File: src/rtl/vga_timing_pkg.sv
// Shared definitions for the raster timing generator: phase encoding and
// the parameter sets for the supported video modes.
package vga_timing_pkg;

  typedef enum logic [1:0] {
    PH_ACTIVE = 2'd0,
    PH_FP     = 2'd1,
    PH_SYNC   = 2'd2,
    PH_BP     = 2'd3
  } phase_t;

  // 640x480@60, 25.175 MHz pixel clock, negative syncs
  localparam int M640_H_ACTIVE = 640;
  localparam int M640_H_FP     = 16;
  localparam int M640_H_SYNC   = 96;
  localparam int M640_H_BP     = 48;
  localparam int M640_V_ACTIVE = 480;
  localparam int M640_V_FP     = 10;
  localparam int M640_V_SYNC   = 2;
  localparam int M640_V_BP     = 33;
  localparam bit M640_HS_POL   = 1'b0;
  localparam bit M640_VS_POL   = 1'b0;

  // 800x600@60, 40 MHz pixel clock, positive syncs
  localparam int M800_H_ACTIVE = 800;
  localparam int M800_H_FP     = 40;
  localparam int M800_H_SYNC   = 128;
  localparam int M800_H_BP     = 88;
  localparam int M800_V_ACTIVE = 600;
  localparam int M800_V_FP     = 1;
  localparam int M800_V_SYNC   = 4;
  localparam int M800_V_BP     = 23;
  localparam bit M800_HS_POL   = 1'b1;
  localparam bit M800_VS_POL   = 1'b1;

endpackage

File: src/rtl/vga_axis_timer.sv
// One raster axis: position counter plus region phase, both updated on the
// same edge so count and phase never disagree.
//
//   state     | meaning
//   ----------+-----------------------------------------
//   PH_ACTIVE | count in [0, A-1], visible region
//   PH_FP     | count in [A, A+FP-1], front porch
//   PH_SYNC   | count in [A+FP, A+FP+SYNC-1], sync pulse
//   PH_BP     | remaining counts up to the terminal count
module vga_axis_timer
  import vga_timing_pkg::*;
#(
  parameter int W    = 12,
  parameter int A    = 640,
  parameter int FP   = 16,
  parameter int SYNC = 96,
  parameter int BP   = 48
) (
  input  logic         i_clk,
  input  logic         i_rst,
  input  logic         i_adv,
  output logic [W-1:0] count,
  output logic [1:0]   phase,
  output logic         wrap
);

  localparam int TOTAL = A + FP + SYNC + BP;
  localparam logic [W-1:0] TERM       = W'(TOTAL - 1);
  localparam logic [W-1:0] FP_START   = W'(A);
  localparam logic [W-1:0] SYNC_START = W'(A + FP);
  localparam logic [W-1:0] BP_START   = W'(A + FP + SYNC);
  localparam logic [W-1:0] ONE        = W'(1);

  phase_t       state_q, state_d;
  logic [W-1:0] count_q, count_d;

  always_ff @(posedge i_clk) begin
    if (!i_rst) begin
      count_q <= TERM;
      state_q <= PH_BP;
    end else begin
      count_q <= count_d;
      state_q <= state_d;
    end
  end

  // Phase transitions look at the new count so both land on the same edge.
  always_comb begin
    count_d = count_q;
    state_d = state_q;
    if (i_adv) begin
      count_d = (count_q == TERM) ? '0 : count_q + ONE;
      unique case (state_q)
        PH_ACTIVE: if (count_d == FP_START)   state_d = PH_FP;
        PH_FP:     if (count_d == SYNC_START) state_d = PH_SYNC;
        PH_SYNC:   if (count_d == BP_START)   state_d = PH_BP;
        PH_BP:     if (count_d == '0)         state_d = PH_ACTIVE;
      endcase
    end
  end

  always_comb begin
    count = count_q;
    phase = state_q;
    wrap  = (count_q == TERM);
  end

endmodule

File: src/rtl/vga_timing_gen.sv
// Raster timing generator: two axis timers combined into sync levels,
// data-enable and registered line/frame start strobes.
module vga_timing_gen
  import vga_timing_pkg::*;
#(
  parameter int W        = 12,
  parameter int H_ACTIVE = 640,
  parameter int H_FP     = 16,
  parameter int H_SYNC   = 96,
  parameter int H_BP     = 48,
  parameter int V_ACTIVE = 480,
  parameter int V_FP     = 10,
  parameter int V_SYNC   = 2,
  parameter int V_BP     = 33,
  parameter bit HS_POL   = 1'b0,
  parameter bit VS_POL   = 1'b0
) (
  input  logic         i_clk,
  input  logic         i_rst,
  input  logic         i_en,
  output logic [W-1:0] o_hcnt,
  output logic [W-1:0] o_vcnt,
  output logic         o_hsync,
  output logic         o_vsync,
  output logic         o_de,
  output logic         o_sol,
  output logic         o_sof
);

  localparam int H_TOTAL = H_ACTIVE + H_FP + H_SYNC + H_BP;
  localparam int V_TOTAL = V_ACTIVE + V_FP + V_SYNC + V_BP;

  if (H_TOTAL > 2 ** W || V_TOTAL > 2 ** W) begin : g_total_chk
    $error("vga_timing_gen: H_TOTAL/V_TOTAL exceed counter width W");
  end
  if (H_ACTIVE < 1 || H_FP < 1 || H_SYNC < 1 || H_BP < 1 ||
      V_ACTIVE < 1 || V_FP < 1 || V_SYNC < 1 || V_BP < 1) begin : g_region_chk
    $error("vga_timing_gen: every timing region must be at least 1");
  end

  logic [1:0] hphase, vphase;
  logic       h_wrap, v_wrap;
  logic       v_adv;
  logic       sol_q, sof_q;

  assign v_adv = i_en & h_wrap;

  vga_axis_timer #(
    .W(W), .A(H_ACTIVE), .FP(H_FP), .SYNC(H_SYNC), .BP(H_BP)
  ) u_h_axis (
    .i_clk (i_clk),
    .i_rst (i_rst),
    .i_adv (i_en),
    .count (o_hcnt),
    .phase (hphase),
    .wrap  (h_wrap)
  );

  vga_axis_timer #(
    .W(W), .A(V_ACTIVE), .FP(V_FP), .SYNC(V_SYNC), .BP(V_BP)
  ) u_v_axis (
    .i_clk (i_clk),
    .i_rst (i_rst),
    .i_adv (v_adv),
    .count (o_vcnt),
    .phase (vphase),
    .wrap  (v_wrap)
  );

  // Strobes fire on the edge where the counters wrap to zero; a held
  // (disabled) cycle never re-fires them.
  always_ff @(posedge i_clk) begin
    if (!i_rst) begin
      sol_q <= 1'b0;
      sof_q <= 1'b0;
    end else begin
      sol_q <= i_en & h_wrap;
      sof_q <= i_en & h_wrap & v_wrap;
    end
  end

  always_comb begin
    o_hsync = (hphase == PH_SYNC) ? HS_POL : ~HS_POL;
    o_vsync = (vphase == PH_SYNC) ? VS_POL : ~VS_POL;
    o_de    = (hphase == PH_ACTIVE) && (vphase == PH_ACTIVE);
    o_sol   = sol_q;
    o_sof   = sof_q;
  end

endmodule

File: config.mk
export PLATFORM = sky130hd
export DESIGN_NAME = vga_timing_gen
export DESIGN_NICKNAME = d
export VERILOG_FILES = /design/src/rtl/vga_timing_pkg.sv /design/src/rtl/vga_axis_timer.sv /design/src/rtl/vga_timing_gen.sv
export SDC_FILE = /design/constraint.sdc
export NUM_CORES = 1
export LEC_CHECK = 0
export ABC_AREA = 0
export CAP_MARGIN = 25
export CORE_MARGIN = 2
export CORE_UTILIZATION = 50
export CTS_CLUSTER_DIAMETER = 40
export CTS_CLUSTER_SIZE = 30
export DETAILED_ROUTE_END_ITERATION = 7
export GPL_ROUTABILITY_DRIVEN = 1
export PLACE_DENSITY = 0.73
export SLEW_MARGIN = 20
export SYNTH_ARGS = -nofsm -noshare
export SYNTH_HDL_FRONTEND = slang
export SYNTH_HIERARCHICAL = 1
export SYNTH_SLANG_ARGS = --single-unit
File: constraint.sdc
create_clock -name i_clk -period 2.2 [get_ports i_clk]
set_input_delay 0.66 -clock i_clk [delete_from_list [all_inputs] [get_ports i_clk]]
set_output_delay 0.66 -clock i_clk [all_outputs]
set_load 0.01 [all_outputs]
# After elaboration in Yosys (flattened, before gate mapping)
# Cells that the tools add are included.
# classes
add_sub_neg	2
eq_ne	22
muxes	14
bitwise	2
n_reduce_logical	7
# ops
cell	count
== test 12 x 10 -> 1 bit, second input constant	5
== test 12 x 9 -> 1 bit, second input constant	3
adder 12 x 1 -> 12 bit, second input constant	2
zero test 12 bit	2
2-to-1 mux 12 bit	2
2-to-1 mux 2 bit	8
!= test 2 x 1 -> 1 bit, second input constant	8
one-hot mux 2 bit (4 select lines)	2
AND reduction 5 bit	2
== test 2 bit, second input constant	4
== test 2 x 1 -> 1 bit, second input constant	2
zero test 2 bit	2
AND 1 bit	2
2-to-1 mux 1 bit	2
logical AND 1 bit	1
# totals
register_bits	30
input_bits	3
out_inout_bits	29
wordCells	53

# Longest topological paths before layout
# Gate-level depths: netlist (run 1).
# logic_depth
depth_word	5
ltp_mapped	11
depth_no_buf	9

# Modules after synthesis
# The synthesis (run 1) kept the hierarchy.
# modules_own_cells
mod	instances	cells_each	area_per_inst_um2	seq_area_each_um2
vga_axis_timer at u_v_axis	1	154	1198.6	280.3
vga_axis_timer at u_h_axis	1	138	1096.1	280.3
vga_timing_gen	1	8	86.3	40.0

# Worst setup path after synthesis (run 1)
# OpenSTA, ideal clock, no wires.
# synth_timing
kind	register to register
start	reg u_h_axis.count_q[0], in the netlist u_h_axis/count[0]
end	reg u_h_axis.state_q[0], in the netlist u_h_axis/phase[0]
setup_ps	129
t_arrival_ps	2339
required_ps	2071
slack_ps	-268
stages_incl_launch_ff	9
path_buffers	0
synth_period_minus_slack_ps	2468
path_cell_list	dfxtp_1 -> ha_1 -> and2_4 -> nand3_4 -> a2bb2oi_1 -> or4_4 -> or2_1 -> a2111oi_2 -> o21ai_1
# synth_between
elab_chain_cells	5
word_cells_on_any_way	12
cone_classes	1 x add/sub; 8 x eq/ne; 1 x mux; 2 x reduce/logical
# synth_lines
item	line	text
start: declaration	vga_axis_timer.sv:35	logic [W-1:0] count_q, count_d;
start signal: assignment	vga_axis_timer.sv:42	count_q <= count_d;
adder 12 x 1 -> 12 bit / == test 12 x 10 -> 1 bit (equally long branches)	vga_axis_timer.sv:52	count_d = (count_q == TERM) ? '0 : count_q + ONE;
2-to-1 mux 12 bit *	vga_axis_timer.sv:52	
== test 12 x 10 -> 1 bit (tied with other cells)	vga_axis_timer.sv:55	PH_FP: if (count_d == SYNC_START) state_d = PH_SYNC;
!= test 2 x 1 -> 1 bit (no source line)	--	
AND reduction 5 bit (no source line) *	--	
end signal: assignment	vga_axis_timer.sv:43	state_q <= state_d;
end: declaration	vga_axis_timer.sv:34	phase_t state_q, state_d;
# Mark *: on every way between the ends. The rest lies on a longest branch, timed or not.
# A chain may end at the register's enable or synchronous reset.

# Final worst setup path (run 1)
# layout_timing
start	reg u_h_axis.count_q[1], in the netlist u_h_axis/count[1]
end	reg u_h_axis.state_q[0], in the netlist u_h_axis/phase[0]
# Same word-level chain as after synthesis.

==> results of run 1 <==
==> state kept, by name, indices dropped and copies added (netlist names) <==
name            count
u_v_axis/count     12
u_h_axis/phase      2
o_sof               1
u_v_axis/phase      2
u_h_axis/count     12
o_sol               1
==> cells in the final DEF (no fill, tap or decap), drive strengths merged, types with 2 or more instances in the layout <==
cell type | synthesis | final
and2 | 12 | 12
buf | 13 | 57
a21boi | 7 | 7
a21oi | 7 | 7
nand2 | 27 | 27
nand2b | 6 | 6
nor4 | 7 | 7
xor2 | 3 | 3
dfxtp | 30 | 30
or2 | 4 | 4
o311a | 2 | 2
a31oi | 6 | 6
a22oi | 2 | 2
mux2i | 3 | 3
nor2 | 14 | 14
inv | 12 | 12
and4 | 3 | 3
clkdlybuf4s50 | 0 | 30
nand4 | 7 | 7
nand3b | 3 | 3
and3 | 7 | 7
a211oi | 4 | 4
nor2b | 3 | 3
nand3 | 18 | 18
xnor2 | 9 | 9
ha | 13 | 13
o21ai | 24 | 24
o31ai | 4 | 4
nor3 | 10 | 10
o2111ai | 2 | 2
clkbuf | 8 | 5
or3 | 5 | 5
nor4b | 3 | 3
clkinv | 0 | 2
o31a | 2 | 2
==> report_power, final <==
group	leakage, nW	total, mW	switching (mW)	internal [mW]
Sequential	0.246	0.695	0.0905	0.605
Clock	0.0579	0.558	0.225	0.333
Combinational	1.10	1.15	0.578	0.571
Total	1.41	2.40	0.893	1.51
==> cell families (layout without fill, tap and decap cells) <==
logic type | after synthesis | count (layout) | share of synthesized area [%]
mux | 3 | 3 | 1.26
fa+ha+maj | 13 | 13 | 6.83
xor+xnor | 12 | 12 | 4.41
simple gates | 133 | 133 | 32.9
compound gates | 76 | 76 | 22.5
buf+inv | 33 | 108 | 6.83
flops | 30 | 30 | 25.2
==> routing by layer <==
layer | global-route usage (%) | vias up
met5 | 0 | -
met4 | 8.44 | 0
met3 | 4.70 | 17
met2 | 38.3 | 80
met1 | 35.0 | 1199
li1 | - | 1246
==> worst max-delay path by stage <==
stage | endpoint | depth (start not counted)
6_report | u_h_axis/phase[0] | 8
5_1_grt | u_h_axis/phase[0] | 8
4_1_cts | u_h_axis/phase[0] | 8
3_5_place_dp | u_h_axis/phase[0] | 7
3_3_place_gp | u_h_axis/phase[0] | 7
2_1_floorplan | u_h_axis/phase[0] | 8
==> final cells by class <==
type                       instances  area (um2)  area share [%]
sequential                        30         627            18.4
clock inverter                     3        40.0            1.17
clock buffer                       5        68.8            2.02
multi-input combinational        237        1800            52.9
inverter                          12        45.0            1.32
tap                               54        67.6            1.98
timing repair buffer              88         757            22.2
==> critical path, delay by kind of cell (launching register included) <==
family | cells | cell delay [ns]
flip-flops | 1 | 0.39
AO/OA/AOI/OAI | 4 | 0.90
AND/OR/NAND/NOR | 3 | 0.75
adder cells (fa/ha/maj) | 1 | 0.15
==> what timing repair did <==
| item | in CTS | in global routing |
|---|---|---|
| setup buffers | 1 | 3 |
| endpoints found under the hold margin | 0 | 0 |
| resized for setup | 6 | 34 |
| endpoints found under the setup margin | 4 | 4 |
| pin swaps | 6 | 9 |
==> metrics, run 1 <==
outcome=finished with violations; failing checks=negative setup slack; nets=390; synthesized instance count=300; Area after DPL=0.00309 mm2; Synth Net Count=316; Post-DRT Antenna Nets=0; antenna cells=0; routed wl met3=340 um; min-delay src=u_h_axis/phase[0]; dpl hpwl=4620 um; top cell type's share of synthesized area=25.2%; clock buffer count from CTS=5; Worst Setup SP=u_h_axis/count[1]; die area=0.00533 mm2; Hold EP=u_h_axis/phase[0]; Residual DRC=0; Inst Count DP=417; gpl congestion=0.875; area leader, netlist=dfxtp_1; largest net degree at the start of global routing=14; P&R area growth vs syn=43.1%; worst hold margin=0.615 ns; initial drt markers=136; synth top area cells=dfxtp_1, ha_1, o21ai_0; Post-CTS Hold Fix Bufs=0; top routing layer used=met4; class of the most critical hold timing path=reg2reg; critical path launch point type=flip-flop; worst r2r path cells=8; post-DR wirelength/cell=15.3 um; Slew Limit Fails=0; Cell Area, Synth=0.00238 mm2; overall power=2.40 mW; setup ws final=-0.0967 ns; pre-CTS setup slack=-0.139 ns; TritonCTS Sinks=30; most numerous cell in the Yosys netlist=dfxtp_1; ys flop type=dfxtp_1; CTS tree=done; met2 wire length=3070 um; Post-Route WL=6570 um; Reg clk slew, reported paths=0.08 ns; leak pwr=1.41 nW; CTS Root Cell=clkbuf_8; Metal-1 WL=3070 um; Initial DRT Pass Iterations=5; clk_lat worst skew=0.29 ns; R2R Path Start=u_h_axis/count[1]; FF+latch count, synth=30; antenna violations before repair=0; RSZ-0062 raised after global routing=yes; number of cells in the finished layout apart from fillers=429; fraction of the cycle the final worst path needs=104%; max-cap viol count=0; PD cells=705 mW/mm2; Yosys cell types=69; sequential-to-total area share from yosys stat=25.2%; port bufs=31; Setup CP Type=reg2reg; slowest stage cell, crit path=or4_4; post-layout util=73.1%; GRT Util Overall=25.0%; critical path arrival=2.46 ns; fraction of registers with async set/reset=0%; Critical R2R Capture=u_h_axis/phase[0]; total core area=0.00466 mm2; DR vias=2542; headroom to the max-slew limit=64.6%; Die Ht=73.0 um; Max Root-Sink Buffers=2; synthesis warning total=6; vias in the first global route=2295; GRT overflow=0; Final setup violation count=2; DR vias/cell=5.93; Final Hold Vio Count=0; share of layout cells above drive strength 1=30.9%; CP max FO=4; fillers=364; Hold Path Depth=2; FMAX=435 MHz; Syn Area/Cell=7.94 um2; H-tree depth=2; Max Clock Skew=0.0106 ns; Critical Path Max Stage Delay=0.51 ns; number of flops mapped to enable cells by yosys=0; critical-path cell list=ha_4, and2_4, nand3_4, a2bb2oi_1, or4_4, o31a_1, a2111oi_2, o21ai_1; Post-synth top cells=dfxtp_1, nand2_1, o21ai_0; reg-to-reg slack, setup=-0.1 ns; io pins=32; Crit. End Element=flip-flop; Post-Route Setup TNS=-0.120 ns; die width=73.0 um; Final Critical Period=2.30 ns; first-pass GRT wire length=10600 um; initial core utilization=51.1%; row count=25; cell area after layout=0.00341 mm2; Least-Margin Pin Slew=0.527 ns; Worst EP required=2.37 ns; maximum vdd drop=0.549 mV
Power figures use the tool's default switching activity.
==> inputs of run 2 (changes only) <==
CTS_CLUSTER_DIAMETER = 150   (was 40)
==> results of run 2 <==
No change in the layout: final DEF, timing and power equal those of run 1.
